## src/rtl/instr_fetch_queue_pkg.sv

```systemverilog
// Shared instruction-format definitions for the fetch queue and the core's decoder.
package instr_fetch_queue_pkg;

  localparam int INST_W = 16;

  localparam logic [2:0] OP_REGWRITE = 3'b011;

  localparam int OPCODE_LSB = 0;
  localparam int OPCODE_W   = 3;
  localparam int FUNC_LSB   = 3;
  localparam int FUNC_W     = 4;
  localparam int REG2_LSB   = 7;
  localparam int REG2_W     = 3;
  localparam int REG1_LSB   = 10;
  localparam int REG1_W     = 3;
  localparam int REGW_LSB   = 13;
  localparam int REGW_W     = 3;

  typedef logic [REGW_W-1:0] reg_idx_t;

  typedef enum logic {
    PH_LO = 1'b0,
    PH_HI = 1'b1
  } phase_e;

  typedef struct packed {
    reg_idx_t          regw;
    reg_idx_t          reg1;
    reg_idx_t          reg2;
    logic [FUNC_W-1:0] func;
    logic [OPCODE_W-1:0] opcode;
  } inst_fields_t;

  function automatic inst_fields_t decode(input logic [INST_W-1:0] inst);
    inst_fields_t f;
    f.opcode = inst[OPCODE_LSB +: OPCODE_W];
    f.func   = inst[FUNC_LSB   +: FUNC_W];
    f.reg2   = inst[REG2_LSB   +: REG2_W];
    f.reg1   = inst[REG1_LSB   +: REG1_W];
    f.regw   = inst[REGW_LSB   +: REGW_W];
    return f;
  endfunction

  // Register writes land on a pair {w, w+1}; the +1 wraps 7 -> 0.
  function automatic logic pair_hit(input reg_idx_t r, input reg_idx_t w);
    return (r == w) || (r == reg_idx_t'(w + reg_idx_t'(1)));
  endfunction

endpackage

```

## src/rtl/instr_fetch_queue_if.sv

```systemverilog
// Byte-stream input, instruction-issue handshake and status of the fetch queue.
interface instr_fetch_queue_if
  import instr_fetch_queue_pkg::*;
#(
  parameter int DEPTH = 4
);
  localparam int LW = $clog2(DEPTH + 1);

  logic              flush;
  logic [7:0]        byte_in;
  logic              byte_valid;
  logic              byte_ready;
  logic [INST_W-1:0] inst_out;
  logic              inst_valid;
  logic              inst_ready;
  logic              stall;
  logic [LW-1:0]     fifo_level;
  logic [7:0]        issue_cnt;

  modport master (
    output flush, byte_in, byte_valid, inst_ready,
    input  byte_ready, inst_out, inst_valid, stall, fifo_level, issue_cnt
  );

  modport slave (
    input  flush, byte_in, byte_valid, inst_ready,
    output byte_ready, inst_out, inst_valid, stall, fifo_level, issue_cnt
  );

endinterface

```

## src/rtl/instr_fetch_queue_fetch_fifo.sv

```systemverilog
// Show-ahead instruction FIFO with level count; a pop never frees room for a same-cycle push.
module fetch_fifo
  import instr_fetch_queue_pkg::*;
#(
  parameter int DEPTH = 4,
  parameter int LW    = $clog2(DEPTH + 1)
) (
  input  logic              clk,
  input  logic              rst,
  input  logic              flush,
  input  logic              push,
  input  logic [INST_W-1:0] wdata,
  input  logic              pop,
  output logic [INST_W-1:0] rdata,
  output logic              full,
  output logic              empty,
  output logic [LW-1:0]     level
);

  localparam int AW = $clog2(DEPTH);

  logic [INST_W-1:0] mem_q [DEPTH];
  logic [AW-1:0]     wr_ptr_q, wr_ptr_d;
  logic [AW-1:0]     rd_ptr_q, rd_ptr_d;
  logic [LW-1:0]     level_q, level_d;
  logic              do_push, do_pop;

  assign full  = (level_q == LW'(DEPTH));
  assign empty = (level_q == '0);
  assign level = level_q;
  assign rdata = mem_q[rd_ptr_q];

  // NOTE: every signal gets a default at the top of always_comb so no path leaves it unassigned (no latch).
  always_comb begin
    do_push  = push & ~full & ~flush;
    do_pop   = pop & ~empty & ~flush;
    wr_ptr_d = wr_ptr_q;
    rd_ptr_d = rd_ptr_q;
    level_d  = level_q;
    if (flush) begin
      wr_ptr_d = '0;
      rd_ptr_d = '0;
      level_d  = '0;
    end else begin
      if (do_push) wr_ptr_d = wr_ptr_q + AW'(1);
      if (do_pop)  rd_ptr_d = rd_ptr_q + AW'(1);
      level_d = level_q + LW'(do_push) - LW'(do_pop);
    end
  end

  // NOTE: sequential state uses non-blocking assignments so all flops update from pre-edge values.
  always_ff @(posedge clk) begin
    if (rst) begin
      wr_ptr_q <= '0;
      rd_ptr_q <= '0;
      level_q  <= '0;
    end else begin
      wr_ptr_q <= wr_ptr_d;
      rd_ptr_q <= rd_ptr_d;
      level_q  <= level_d;
    end
  end

  // NOTE: storage is deliberately not reset; stale words are never visible because level gates them.
  always_ff @(posedge clk) begin
    if (do_push) mem_q[wr_ptr_q] <= wdata;
  end

endmodule

```

## src/rtl/instr_fetch_queue.sv

```systemverilog
// Byte assembler, register-pair hazard hold and issue counter in front of the fetch FIFO.
module instr_fetch_queue
  import instr_fetch_queue_pkg::*;
#(
  parameter int DEPTH      = 4,
  parameter int HAZ_CYCLES = 1
) (
  input  logic               clk,
  input  logic               rst,
  instr_fetch_queue_if.slave bus
);

  localparam int LW = $clog2(DEPTH + 1);
  localparam int HW = (HAZ_CYCLES < 1) ? 1 : $clog2(HAZ_CYCLES + 1);

  phase_e            phase_q, phase_d;
  logic [7:0]        lo_q, lo_d;
  logic [HW-1:0]     hold_q, hold_d;
  reg_idx_t          last_w_q, last_w_d;
  logic [7:0]        issue_cnt_q, issue_cnt_d;

  logic [INST_W-1:0] head;
  inst_fields_t      head_f;
  logic              full, empty;
  logic [LW-1:0]     level;
  logic              conflict, byte_ready, byte_fire, push, inst_valid, stall, issue;

  fetch_fifo #(.DEPTH(DEPTH), .LW(LW)) u_fifo (
    .clk   (clk),
    .rst   (rst),
    .flush (bus.flush),
    .push  (push),
    .wdata ({bus.byte_in, lo_q}),
    .pop   (issue),
    .rdata (head),
    .full  (full),
    .empty (empty),
    .level (level)
  );

  always_comb begin
    head_f   = decode(head);
    conflict = (hold_q != '0) &
               (pair_hit(head_f.reg1, last_w_q) | pair_hit(head_f.reg2, last_w_q));
    // A byte offered during flush is consumed and dropped, so ready stays high then.
    byte_ready = bus.flush | (phase_q == PH_LO) | ~full;
    byte_fire  = bus.byte_valid & byte_ready & ~bus.flush;
    push       = byte_fire & (phase_q == PH_HI);
    inst_valid = ~empty & ~conflict & ~bus.flush;
    stall      = ~empty & conflict;
    issue      = inst_valid & bus.inst_ready;

    phase_d     = phase_q;
    lo_d        = lo_q;
    hold_d      = (hold_q == '0) ? '0 : hold_q - HW'(1);
    last_w_d    = last_w_q;
    issue_cnt_d = issue_cnt_q + 8'(issue);

    if (bus.flush) begin
      phase_d = PH_LO;
      lo_d    = '0;
      hold_d  = '0;
    end else begin
      if (byte_fire) begin
        if (phase_q == PH_LO) begin
          lo_d    = bus.byte_in;
          phase_d = PH_HI;
        end else begin
          phase_d = PH_LO;
        end
      end
      if (issue && head_f.opcode == OP_REGWRITE) begin
        hold_d   = HW'(HAZ_CYCLES);
        last_w_d = head_f.regw;
      end
    end
  end

  always_ff @(posedge clk) begin
    if (rst) begin
      phase_q     <= PH_LO;
      lo_q        <= '0;
      hold_q      <= '0;
      last_w_q    <= '0;
      issue_cnt_q <= '0;
    end else begin
      phase_q     <= phase_d;
      lo_q        <= lo_d;
      hold_q      <= hold_d;
      last_w_q    <= last_w_d;
      issue_cnt_q <= issue_cnt_d;
    end
  end

  assign bus.byte_ready = byte_ready;
  assign bus.inst_valid = inst_valid;
  assign bus.inst_out   = inst_valid ? head : '0;
  assign bus.stall      = stall;
  assign bus.fifo_level = level;
  assign bus.issue_cnt  = issue_cnt_q;

endmodule
```

## src/flat_wrapper.sv

```systemverilog
// flat-port wrapper written by rule: the top's interface ports become plain ports
module instr_fetch_queue_flat import instr_fetch_queue_pkg::*;
#(
  parameter int DEPTH      = 4,
  parameter int HAZ_CYCLES = 1
)
  (clk, rst, bus_flush, bus_byte_in, bus_byte_valid, bus_inst_ready, bus_byte_ready, bus_inst_out, bus_inst_valid, bus_stall, bus_fifo_level, bus_issue_cnt);
  instr_fetch_queue_if #(.DEPTH(DEPTH)) bus_i ();
  input  logic clk;
  input  logic rst;
  input wire logic [$bits(bus_i.flush)-1:0] bus_flush;
  input wire logic [$bits(bus_i.byte_in)-1:0] bus_byte_in;
  input wire logic [$bits(bus_i.byte_valid)-1:0] bus_byte_valid;
  input wire logic [$bits(bus_i.inst_ready)-1:0] bus_inst_ready;
  output wire logic [$bits(bus_i.byte_ready)-1:0] bus_byte_ready;
  output wire logic [$bits(bus_i.inst_out)-1:0] bus_inst_out;
  output wire logic [$bits(bus_i.inst_valid)-1:0] bus_inst_valid;
  output wire logic [$bits(bus_i.stall)-1:0] bus_stall;
  output wire logic [$bits(bus_i.fifo_level)-1:0] bus_fifo_level;
  output wire logic [$bits(bus_i.issue_cnt)-1:0] bus_issue_cnt;
  assign bus_i.flush = bus_flush;
  assign bus_i.byte_in = bus_byte_in;
  assign bus_i.byte_valid = bus_byte_valid;
  assign bus_i.inst_ready = bus_inst_ready;
  assign bus_byte_ready = bus_i.byte_ready;
  assign bus_inst_out = bus_i.inst_out;
  assign bus_inst_valid = bus_i.inst_valid;
  assign bus_stall = bus_i.stall;
  assign bus_fifo_level = bus_i.fifo_level;
  assign bus_issue_cnt = bus_i.issue_cnt;
  instr_fetch_queue #(.DEPTH(DEPTH), .HAZ_CYCLES(HAZ_CYCLES)) u_core (.clk(clk), .rst(rst), .bus(bus_i));
endmodule
```

## config.mk

```make
export PLATFORM = sky130hd
export DESIGN_NAME = instr_fetch_queue_flat
export DESIGN_NICKNAME = d
export VERILOG_FILES = /design/src/rtl/instr_fetch_queue_pkg.sv /design/src/rtl/instr_fetch_queue_if.sv /design/src/rtl/instr_fetch_queue_fetch_fifo.sv /design/src/rtl/instr_fetch_queue.sv /design/src/flat_wrapper.sv
export SDC_FILE = /design/constraint.sdc
export NUM_CORES = 1
export LEC_CHECK = 0
export CAP_MARGIN = 20
export CORE_UTILIZATION = 48
export DETAILED_ROUTE_END_ITERATION = 7
export PLACE_DENSITY = 0.72
export SLEW_MARGIN = 30
export SYNTH_ARGS = -nofsm -noshare
export SYNTH_HDL_FRONTEND = slang
export SYNTH_SLANG_ARGS = --single-unit
```

## constraint.sdc

```tcl
create_clock -name clk -period 2.8 [get_ports clk]
set_input_delay 0.28 -clock clk [delete_from_list [all_inputs] [get_ports clk]]
set_output_delay 0.28 -clock clk [all_outputs]
set_load 0.05 [all_outputs]
```

==> flow_metrics.py <==
metrics = {
    "timing": {
        "hold_viol_final": 0,
        "finalSetupViolations": 18,
        "maxSlewViolCount": 0,
        "holdWs_ns": 0.503,
        "relSlewSlack": 0.670,
        "fin_crit_ns": 2.97,
        "max_freq_ghz": 0.336,
        "min_period_over_period": 1.06,
        "max_slew.worst_pin.slew_ns": 0.494,
        "finClkSkew_ns": 0.00949,
        "worst_slack_ns": -0.172,
        "rsz0062_at_grt": "true",
    },
    "critical_path": {
        "crit_type": "reg -> out",
        "cp_max_fo": 10,
        "critical_path.most_common_cell": "buf_4",
        "cpPeakStageDelay_ns": 0.53,
        "start_kind": "flop",
        "crit_arrival_ns": 2.69,
        "crit_path_cell_trace": "buf_6 -> mux4_2 -> xnor2_2 -> nand3_1 -> o31ai_2 -> buf_4 -> o21ai_1 -> buf_4 -> and3_1 -> buf_12",
        "path_buf_inv": 4,
        "end_kind": "output pin",
        "required_ns": 2.52,
        "cpMaxStageDelayCell": "mux4_2",
        "cpLargestDelayFamily": "buffers and inverters",
    },
    "clock_network": {
        "clk_pin_slew_worst_paths_ns": 0.09,
        "cts_max_path_buffers": 2,
        "clockRootBuffer": "clkbuf_8",
        "cts_max_level": 3,
        "hold_buffers": 0,
        "cts_tree": "built",
        "clock_sinks": 94,
        "cts_buffers": 9,
        "clock_latency_ns": 0.37,
    },
    "yosys": {
        "synth_top_area_share": 0.496,
        "syn_area_um2": 3870,
        "synth_warnings": 0,
        "synthTopCellsByCount": "edfxtp_1 (64), dfxtp_1 (30), nor2_1 (26), and3_1 (16)",
        "synth.distinct_cells": 32,
        "synth_nets": 286,
        "synthFlopType": "edfxtp_1",
        "syn_area_per_cell_um2": 14.7,
        "synth_most_common_cell": "edfxtp_1",
        "yosysTopAreaCell": "edfxtp_1",
        "async_reset_ff_frac": 0,
        "synth-edff-count": 64,
        "synthTopCellsByArea": "edfxtp_1 (50%), dfxtp_1 (16%), mux4_2 (8.1%), mux2i_1 (3.6%), ha_1 (2.9%)",
        "synth-seq-cells": 94,
        "ys_seq_area_frac": 0.651,
        "netlist_instances": 263,
    },
    "detailed_routing": {
        "drc": 0,
        "wire_per_inst_um": 16.4,
        "viasPerCell": 5.25,
        "firstDrtPassIters": 4,
        "detail-route-antenna-nets": 0,
        "first_iter_violations": 104,
        "via_count": 2299,
        "wl_um": 7190,
    },
    "run": {
        "maxCapViolCount": 0,
    },
    "layout": {
        "final_cells": 438,
        "finalNetCount": 354,
        "area_delta_synth_final_pct": 29.7,
        "antenna_cells": 0,
        "drive_above_1_share": 0.265,
        "fin_area_um2": 5020,
        "fillers": 580,
    },
    "die": {
        "io_pins": 43,
        "initial_core_util": 0.499,
        "die_w_um": 91.8,
        "dieArea_um2": 8430,
        "core-area_um2": 7770,
        "dieHeight_um": 91.8,
        "rows": 32,
    },
    "global_routing": {
        "grt_util_all_layers": 0.190,
        "grt_pass1_vias": 2314,
        "overflow": 0,
        "grt_start_max_net_pins": 18,
        "grt_pass1_wl_um": 11800,
        "antenna_found_initial": 0,
    },
    "status": {
        "status": "finished with violations",
        "failed_checks": "setup timing",
    },
    "placement": {
        "place_hpwl_um": 4830,
        "dpl_cell_area_um2": 4730,
        "port_buffers": 42,
        "gp_congestion": 0.835,
        "dpl_worst_slack_ns": -0.224,
        "dp.cells": 419,
    },
    "pwr": {
        "power_density_nw_per_um2": 497,
        "p_total_mw": 2.50,
        "p_leak_nw": 1.85,
        "vdd_ir_drop_max_mv": 0.319,
    },
    "worst_hold_path": {
        "hold_path.class": "reg -> reg",
    },
}
cell usage in the layout (no fill, tap or decap), drive strengths merged, types with 2 or more instances in the layout:
cell type,synthesis,layout
a21oi,6,6
and2,8,8
and3,16,16
buf,5,43
clkbuf,5,10
clkdlybuf4s50,0,24
dfxtp,30,30
edfxtp,64,64
ha,9,9
inv,7,11
mux2,2,2
mux2i,14,14
mux4,14,14
nand2,6,6
nand3,9,9
nor2,26,26
nor2b,4,4
nor3,3,3
o21ai,6,6
or3,2,2
xnor2,13,13
xor2,7,7
final timing paths:
| path | startpoint | to | slack (ns) | cells after the start |
|---|---|---|---|---|
| setup / recovery | flop | bus_inst_out[2] | -0.17 | 10 |
| hold / removal | u_core.u_fifo.rd_ptr_q[1]$_SDFFE_PP0P_ | u_core.u_fifo.rd_ptr_q[1]$_SDFFE_PP0P_ | 0.50 | 2 |
| setup reg to reg | flop | u_core.u_fifo.level[2]$_SDFF_PP0_ | -0.17 | 13 |
| hold reg to reg | u_core.u_fifo.rd_ptr_q[1]$_SDFFE_PP0P_ | u_core.u_fifo.rd_ptr_q[1]$_SDFFE_PP0P_ | 0.50 | 2 |
sequential cells by signal (all words and copies together), names as in the netlist, named ones only:
signal	flops
u_core.u_fifo.rd_ptr_q	2
u_core.lo_q	8
u_core.u_fifo.level	3
u_core.phase_q	1
u_core.last_w_q	3
u_core.bus.issue_cnt	8
u_core.hold_q	1
u_core.u_fifo.wr_ptr_q	2
u_core.u_fifo.mem_q	64
cell families after synthesis:
kind of cell | synth area share
AOI/OAI and AO/OA | 0.0236
xor gates and xnor gates | 0.0472
adders and majority gates | 0.0342
buffers and inverters | 0.0194
DFF | 0.651
muxes | 0.123
and+or+nand+nor | 0.101
what timing repair did:
action / CTS / global route
pin swaps: 7 / 5
gates resized for setup: 13 / 1
endpoints found under the setup margin: 20 / 26
cloned: 0 / 0
setup buffers: 2 / 1
cell type report:
class                   count  area (µm²)  area share
repair buffers             67         800       0.159
clock inverters             6        73.8      0.0147
multi-input cells         152        1330       0.266
inverters                   7        26.3     0.00523
clock buffers              10         138      0.0274
well taps                 102         128      0.0254
flip-flops and latches     94        2520       0.502
stage by stage:
stage | TNS, ns | utilization
after global placement | -0.229 | 0.608
after detailed placement | -0.302 | 0.608
after CTS | -2.17 | 0.645
final | -2.33 | 0.647
after floorplan | -0.127 | -
after global routing | -5.52 | 0.647
worst min-delay path: cells and delay by family (launching register included):
| kind | cells | cell delay [ns] |
|---|---|---|
| mux | 1 | 0.08 |
| flops | 1 | 0.32 |
| simple gates | 1 | 0.06 |
metal layers:
| metal | track usage | vias up | routed length, µm |
|---|---|---|---|
| met5 | 0 | - | 0 |
| met4 | 0.0846 | 0 | 143 |
| met3 | 0.0381 | 12 | 259 |
| met2 | 0.307 | 62 | 3630 |
| met1 | 0.249 | 1126 | 3160 |
| li1 | - | 1099 | - |
power breakdown:
part | leakage [nW] | switching, mW | internal (mW)
sequential | 0.875 | 0.00411 | 1.48
clock | 0.108 | 0.498 | 0.452
combinational | 0.869 | 0.0342 | 0.0314
(Power assumes the default switching activity.)
